===== src/rtl/weight_bram_sequencer_pkg.sv =====
// Shared sizes and FSM encoding for the weight BRAM sequencer.
// Imported by the sequencer top and its address counter.
package weight_bram_sequencer_pkg;

  localparam int DEPTH_DEF = 28;
  localparam int AW_DEF    = 5;
  localparam int DW_DEF    = 16;

  typedef enum logic [1:0] {
    ST_IDLE   = 2'd0,
    ST_LOAD   = 2'd1,
    ST_FETCH  = 2'd2,
    ST_FINISH = 2'd3
  } state_e;

endpackage


===== src/rtl/weight_addr_counter.sv =====
// BRAM address counter: clear, increment, saturate at DEPTH.
// One extra bit so DEPTH itself is representable.
module weight_addr_counter
  import weight_bram_sequencer_pkg::*;
#(
  parameter int DEPTH = DEPTH_DEF,
  parameter int CW    = AW_DEF + 1
) (
  input  logic          clk_i,
  input  logic          rst_i,
  input  logic          clr_i,
  input  logic          inc_i,
  output logic [CW-1:0] cnt_o,
  output logic          term_o
);

  localparam logic [CW-1:0] TERM = CW'(DEPTH);

  logic [CW-1:0] cnt_q, cnt_d;

  always_comb begin
    cnt_d = cnt_q;
    if (clr_i)
      cnt_d = '0;
    else if (inc_i && cnt_q != TERM)
      cnt_d = cnt_q + CW'(1);
  end

  always_ff @(posedge clk_i or posedge rst_i) begin
    if (rst_i) cnt_q <= '0;
    else       cnt_q <= cnt_d;
  end

  assign cnt_o  = cnt_q;
  assign term_o = (cnt_q == TERM);

endmodule


===== src/rtl/weight_bram_sequencer.sv =====
// Loads host weights into one neuron BRAM and streams them
// back to the MAC as an indexed valid/ready beat sequence.
module weight_bram_sequencer
  import weight_bram_sequencer_pkg::*;
#(
  parameter int DEPTH = DEPTH_DEF,
  parameter int AW    = AW_DEF,
  parameter int DW    = DW_DEF
) (
  input  logic          CLK,
  input  logic          RST,
  input  logic          START,
  input  logic          MODE,
  input  logic          ABORT,
  input  logic          LD_VALID,
  input  logic [DW-1:0] LD_DATA,
  output logic          LD_READY,
  output logic [AW-1:0] BRAM_ADDR,
  output logic [DW-1:0] BRAM_DI,
  output logic          BRAM_EN,
  output logic          BRAM_WE,
  input  logic [DW-1:0] BRAM_DO,
  output logic          W_VALID,
  input  logic          W_READY,
  output logic [DW-1:0] W_DATA,
  output logic [AW-1:0] W_INDEX,
  output logic          W_LAST,
  output logic          BUSY,
  output logic          DONE
);

  localparam int            CW    = AW + 1;
  localparam logic [CW-1:0] LASTA = CW'(DEPTH - 1);

  state_e        state_q;
  logic          w_valid_q;
  logic [DW-1:0] w_data_q;
  logic [AW-1:0] w_index_q;
  logic          w_last_q;
  logic          done_q;

  logic [CW-1:0] cnt;
  logic          term;
  logic          in_load, in_fetch;
  logic          ld_acc, issue;

  assign in_load  = (state_q == ST_LOAD);
  assign in_fetch = (state_q == ST_FETCH);
  assign ld_acc   = in_load && LD_VALID && !term;
  // One-entry output register: refill only when empty or draining.
  assign issue    = in_fetch && (!w_valid_q || W_READY) && !term;

  weight_addr_counter #(
    .DEPTH (DEPTH),
    .CW    (CW)
  ) u_cnt (
    .clk_i  (CLK),
    .rst_i  (RST),
    .clr_i  ((state_q == ST_IDLE) || ABORT),
    .inc_i  (ld_acc || issue),
    .cnt_o  (cnt),
    .term_o (term)
  );

  assign LD_READY  = in_load && !term;
  assign BRAM_EN   = ld_acc || issue;
  assign BRAM_WE   = ld_acc;
  assign BRAM_DI   = in_load ? LD_DATA : '0;
  assign BRAM_ADDR = ((in_load || in_fetch) && !term)
                   ? cnt[AW-1:0] : '0;

  always_ff @(posedge CLK or posedge RST) begin
    if (RST) begin
      state_q   <= ST_IDLE;
      w_valid_q <= 1'b0;
      w_data_q  <= '0;
      w_index_q <= '0;
      w_last_q  <= 1'b0;
      done_q    <= 1'b0;
    end else begin
      done_q <= 1'b0;
      // BRAM_DO settles on the falling edge after the issue.
      if (issue) begin
        w_valid_q <= 1'b1;
        w_data_q  <= BRAM_DO;
        w_index_q <= cnt[AW-1:0];
        w_last_q  <= (cnt == LASTA);
      end else if (W_READY) begin
        w_valid_q <= 1'b0;
      end
      if (ABORT) begin
        state_q   <= ST_IDLE;
        w_valid_q <= 1'b0;
      end else begin
        unique case (state_q)
          ST_IDLE:
            if (START)
              state_q <= MODE ? ST_LOAD : ST_FETCH;
          ST_LOAD:
            if (ld_acc && cnt == LASTA) begin
              state_q <= ST_FINISH;
              done_q  <= 1'b1;
            end
          ST_FETCH:
            if (w_valid_q && W_READY && w_last_q) begin
              state_q <= ST_FINISH;
              done_q  <= 1'b1;
            end
          ST_FINISH:
            state_q <= ST_IDLE;
        endcase
      end
    end
  end

  assign W_VALID = w_valid_q;
  assign W_DATA  = w_data_q;
  assign W_INDEX = w_index_q;
  assign W_LAST  = w_last_q;
  assign DONE    = done_q;
  assign BUSY    = (state_q != ST_IDLE);

endmodule


===== config.mk =====
export PLATFORM = sky130hd
export DESIGN_NAME = weight_bram_sequencer
export DESIGN_NICKNAME = d
export VERILOG_FILES = /design/src/rtl/weight_bram_sequencer_pkg.sv /design/src/rtl/weight_addr_counter.sv /design/src/rtl/weight_bram_sequencer.sv
export SDC_FILE = /design/constraint.sdc
export NUM_CORES = 1
export LEC_CHECK = 0
export CAP_MARGIN = 5
export CORE_MARGIN = 8
export CORE_UTILIZATION = 35
export CTS_CLUSTER_DIAMETER = 150
export CTS_CLUSTER_SIZE = 12
export DETAILED_ROUTE_END_ITERATION = 6
export PLACE_DENSITY_LB_ADDON = 0.12
export SETUP_SLACK_MARGIN = 0.3
export SLEW_MARGIN = 20
export SYNTH_ARGS = -nofsm -noshare
export SYNTH_HDL_FRONTEND = slang
export SYNTH_SLANG_ARGS = --single-unit

===== constraint.sdc =====
create_clock -name CLK -period 1.6 [get_ports CLK]
set_input_delay 0.32 -clock CLK [delete_from_list [all_inputs] [get_ports CLK]]
set_output_delay 0.32 -clock CLK [all_outputs]
set_load 0.02 [all_outputs]

Word-level counts from Yosys, hierarchy flattened
Cells that the tools add are included.
{"block": "totals", "output_inout_bits": 49, "inputBits": 39, "ff_bits": 32, "wordCells": 55}
{"block": "op_classes", "n_eq_ne": 9, "n_mux": 17, "reduce_logical": 21, "add_sub_neg": 1}
{"operator": "two-way mux 16 bit", "n": 1}
{"operator": "equality test 6 x 5 -> 1 bit (second input constant)", "n": 2}
{"operator": "two-way mux 6 bit", "n": 2}
{"operator": "logical AND 1 bit", "n": 10}
{"operator": "two-way mux 2 bit", "n": 5}
{"operator": "case mux 2 bit (4 select lines)", "n": 1}
{"operator": "adder 6 x 1 -> 6 bit (second input constant)", "n": 1}
{"operator": "two-way mux 1 bit", "n": 6}
{"operator": "!= test 3 x 2 -> 1 bit (second input constant)", "n": 2}
{"operator": "!= test 6 x 5 -> 1 bit (second input constant)", "n": 1}
{"operator": "two-way mux 5 bit", "n": 1}
{"operator": "equality test 2 bit (second input constant)", "n": 2}
{"operator": "logical OR 1 bit", "n": 4}
{"operator": "nonzero test 2 bit", "n": 2}
{"operator": "!= test 3 bit (second input constant)", "n": 1}
{"operator": "AND reduction 3 bit", "n": 1}
{"operator": "nonzero test 3 bit", "n": 1}
{"operator": "equality test 2 x 1 -> 1 bit (second input constant)", "n": 1}
{"operator": "zero test 1 bit", "n": 2}
{"operator": "zero test 2 bit", "n": 1}
{"operator": "case mux 1 bit (2 select lines)", "n": 1}

Depth between registers and ports, before layout
{"block": "depth", "depth_word": 8, "mapped_depth": 7, "mapped_depth_nobuf": 6}

By module
Synthesis repeated with hierarchy kept, for this count alone.
{"block": "unflattened", "cells_unflattened": 146, "area_unflattened_um2": 1794.2}
{"mod": "weight_bram_sequencer", "seq_area_each_um2": 650.6, "area_each_um2": 1410.1, "cells_each": 105, "instances": 1}
{"mod": "weight_addr_counter", "seq_area_each_um2": 150.1, "area_each_um2": 384.1, "cells_each": 41, "instances": 1}

Worst setup path before layout
No wires, ideal clock.
{"block": "synth_path", "path_type": "flip-flop to output port", "startpoint": "register u_cnt.cnt_q[0] (netlist: u_cnt.cnt_o[0])", "endpoint": "output BRAM_ADDR[0]", "required_ns": 1.280, "arrival_ns": 1.392, "path_buffers": 1, "stages_incl_launch_ff": 7, "path_slack_ns": -0.112, "cell_sequence": "dfrtp_1 -> inv_1 -> ha_1 -> nand3_2 -> or2_0 -> clkbuf_2 -> and3_1"}
{"block": "synth_between", "elab_chain_len": 4}
{"element": "start, declared", "line": "weight_addr_counter.sv:19", "rtl": "logic [CW-1:0] cnt_q, cnt_d;"}
{"element": "start signal, assigned", "line": "weight_addr_counter.sv:31", "rtl": "else cnt_q <= cnt_d;"}
{"element": "equality test 6 x 5 -> 1 bit", "line": "weight_addr_counter.sv:35", "rtl": "assign term_o = (cnt_q == TERM);"}
{"element": "zero test 1 bit", "line": "weight_bram_sequencer.sv:69", "rtl": "assign BRAM_ADDR = ((in_load || in_fetch) && !term)"}
{"element": "logical AND 1 bit", "line": "weight_bram_sequencer.sv:69"}
{"element": "two-way mux 5 bit (*)", "line": "weight_bram_sequencer.sv:70", "rtl": "? cnt[AW-1:0] : '0;"}
{"element": "end, declared", "line": "weight_bram_sequencer.sv:18", "rtl": "output logic [AW-1:0] BRAM_ADDR,"}
Every way passes the cells marked *; elsewhere a longest branch is shown, timed or not.

Worst setup path in the final report
{"block": "layout_path", "startpoint": "register u_cnt.cnt_q[0] (netlist: u_cnt.cnt_o[0])", "endpoint": "output BRAM_WE"}
{"block": "layout_between", "elab_chain_len": 3}
{"element": "equality test 6 x 5 -> 1 bit", "line": "weight_addr_counter.sv:35"}
{"element": "zero test 1 bit", "line": "weight_bram_sequencer.sv:49", "rtl": "assign ld_acc = in_load && LD_VALID && !term;"}
{"element": "logical AND 1 bit", "line": "weight_bram_sequencer.sv:49"}
{"element": "end, declared", "line": "weight_bram_sequencer.sv:21", "rtl": "output logic BRAM_WE,"}
Every way passes these cells.

==> qor.yml <==
global_route:
  grt_pass1_vias: 1885
  grt_use_met1_pct: 17.6
  antenna_found_initial: 0
  grt-ovfl-total: 0
  grt_busiest_layer: "met2"
  grt_pass1_wl_um: 9250
  grt_max_degree: 33
  grt_use_met2_pct: 26.9
  met3_usage_pct: 6.47
  grt_use_total_pct: 16.1
routing:
  num_vias: 1758
  drt_iter0_drc: 71
  wl_um: 5860
  drc_errors: 0
  first_pass_iters: 4
  ant_nets: 0
  vias_per_cell: 5.02
  wl_per_cell_um: 16.7
yosys:
  yosysWarningCount: 0
  netlist_instances: 157
  synth_edf_count: 0
  synth_top_flop_cell: "dfrtp_1"
  synth_top_area_cell: "dfrtp_1"
  ys_seq_area_share_pct: 47.7
  syn_area_um2: 1680
  synth.distinct_cells: 40
  ys_ff_latch: 32
  syn_area_per_cell_um2: 10.7
  synth_fp_nets: 201
  synthArstFlopShare_pct: 100
  synth.top_cell.area_share_pct: 47.7
  yosys-top-cells-area: "dfrtp_1, mux2_1, and2_1"
cts:
  htreeDepth: 2
  clkTransAtPathRegs_ps: 60
  clock_sinks: 32
  numCtsBuffers: 5
  cts_tree: "built"
  cts_buffer_depth: 2
  clk_latency_ps: 290
  cts_root_buffer: "clkbuf_8"
sta:
  drv_slew: 0
  slew_headroom_pct: 71.9
  worst_pin_slew_ps: 410
  fin_ws_ps: -265
  setup_viol: 48
  fmax_ghz: 0.536
  finClkSkew_ps: 8.92
  finalCritPeriodShare_pct: 117
  rsz0062_at_grt: "true"
  finalHoldViolCount: 0
  min_period_ps: 1870
worst_setup_path:
  setup.worst_path.class: "flop to output port"
  crit_arrival_ps: 1550
  required_ps: 1280
  reg2reg_from: "u_cnt.cnt_o[0]"
  crit_fanout: 8
  critPathLaunch: "u_cnt.cnt_o[0]"
  critPathCaptureType: "output port"
  reg2reg_depth: 8
  startpoint_type: "flop"
placed_design:
  gp_congestion: 0.798
  io_buffers: 87
  dp.cells: 322
  post-dp-hpwl_um: 4140
final_layout:
  drive_above_1_share_pct: 58.4
  fillers: 344
  layout.nets: 339
  seqCellArea_um2: 802
  fin_cells: 350
  diodes: 0
  final_cell_mix: "buf_6, clkdlybuf4s50_1, dfrtp_1"
  multi_input_area_um2: 1060
  mostFrequentLayoutCell: "buf_6"
  post-route-util_pct: 74.6
  area_growth_syn_to_layout_pct: 107
floorplanning:
  rows: 25
  die_area_um2: 7270
  coreArea_um2: 4660
  die-width_um: 85.2
  initial_core_util_pct: 36.0
  pin_count: 88
  die_h_um: 85.2
outcome:
  violations: "negative setup slack"
  run_status: "complete, but fails checks"
pwr:
  p_per_area_nw_per_um2: 1660
  p_leak_nw: 1.55
  ir_drop_mv: 1.20
flow_run:
  cap_viol_max_count: 0
min_path:
  hold_class: "primary input to asynchronous set/reset pin"
## worst max-delay path, stage by stage, from the launching register on
cell	delay (ps)
dfrtp_1	390
inv_2	90
ha_4	160
nand3_4	70
or2_4	270
and3_4	160
buf_6	120
## stage by stage
| step | setup TNS (ps) | hold WS (ps) | total power [mW] | setup slack (ps) | cell area (um^2) |
|---|---|---|---|---|---|
| 6_report | -6600 | 411 | 5.76 | -265 | 3480 |
| 5_1_grt | -9850 | 459 | 6.07 | -341 | 3480 |
| 4_1_cts | -7350 | 421 | 5.68 | -289 | 3420 |
| 3_5_place_dp | -13490 | 480 | 4.47 | -552 | 3040 |
| 3_3_place_gp | -12570 | 473 | 4.41 | -514 | 3040 |
| 2_1_floorplan | -107 | 383 | 3.07 | -16.8 | 1900 |
## cell families after synthesis
kind of cell | count (synthesis) | synth area share (%)
simple gates | 55 | 18.6
fa+ha+maj | 5 | 3.73
buf+inv | 18 | 4.70
compound gates | 29 | 13.2
flops | 32 | 47.7
mux | 18 | 12.0
## cell usage after synthesis (3+ instances only)
library cell	count
o21ai_0	4
clkbuf_1	3
ha_1	5
mux2_2	4
a21oi_1	7
and2_1	17
mux2_1	13
dfrtp_1	32
a211oi_1	3
nand3_1	6
and3_1	6
inv_1	10
nand2_1	8
nor2_1	5
## power by group
group	switching, mW	total (mW)	leakage, nW	internal [mW]
registers	0.168	1.26	0.405	1.09
clock network	0.296	0.845	0.0645	0.549
logic	1.60	3.65	1.08	2.05
## sequential cells by signal, summed over array words and instances, names as in the netlist
signal,flops
DONE,1
W_DATA,16
W_INDEX,5
W_LAST,1
W_VALID,1
state_q,2
u_cnt.cnt_o,6
## per-layer routing
metal,wire [um],vias to the layer above
met5,0,-
met1,2420,838
li1,-,828
met4,110,0
met3,502,9
met2,2820,83
## layout make-up
| cell class | instances | area share, % |
|---|---|---|
| Tap cell | 54 | 1.94 |
| Multi-Input combinational cell | 107 | 30.5 |
| Sequential cell | 32 | 23.1 |
| Clock inverter | 1 | 0.864 |
| Inverter | 10 | 1.22 |
| Clock buffer | 7 | 2.77 |
| Timing Repair Buffer | 139 | 39.6 |
## final timing paths
| path | endpoint | slack [ps] |
|---|---|---|
| setup / recovery | BRAM_WE | -270 |
| hold / removal | W_DATA[5] | 410 |
| setup reg to reg | W_DATA[0] | -160 |
| hold reg to reg | W_DATA[0] | 490 |
| max in group asynchronous | state_q[0] | 870 |
| min in group CLK | W_DATA[0] | 490 |
## what timing repair did
item / CTS / global route
gates resized for setup: 231 / 29
pin swaps: 16 / 9
setup endpoints to repair: 81 / 68
hold buffers: 0 / 0
buffers inserted: 16 / 4
Note: power is estimated with default switching activity, not from simulation.
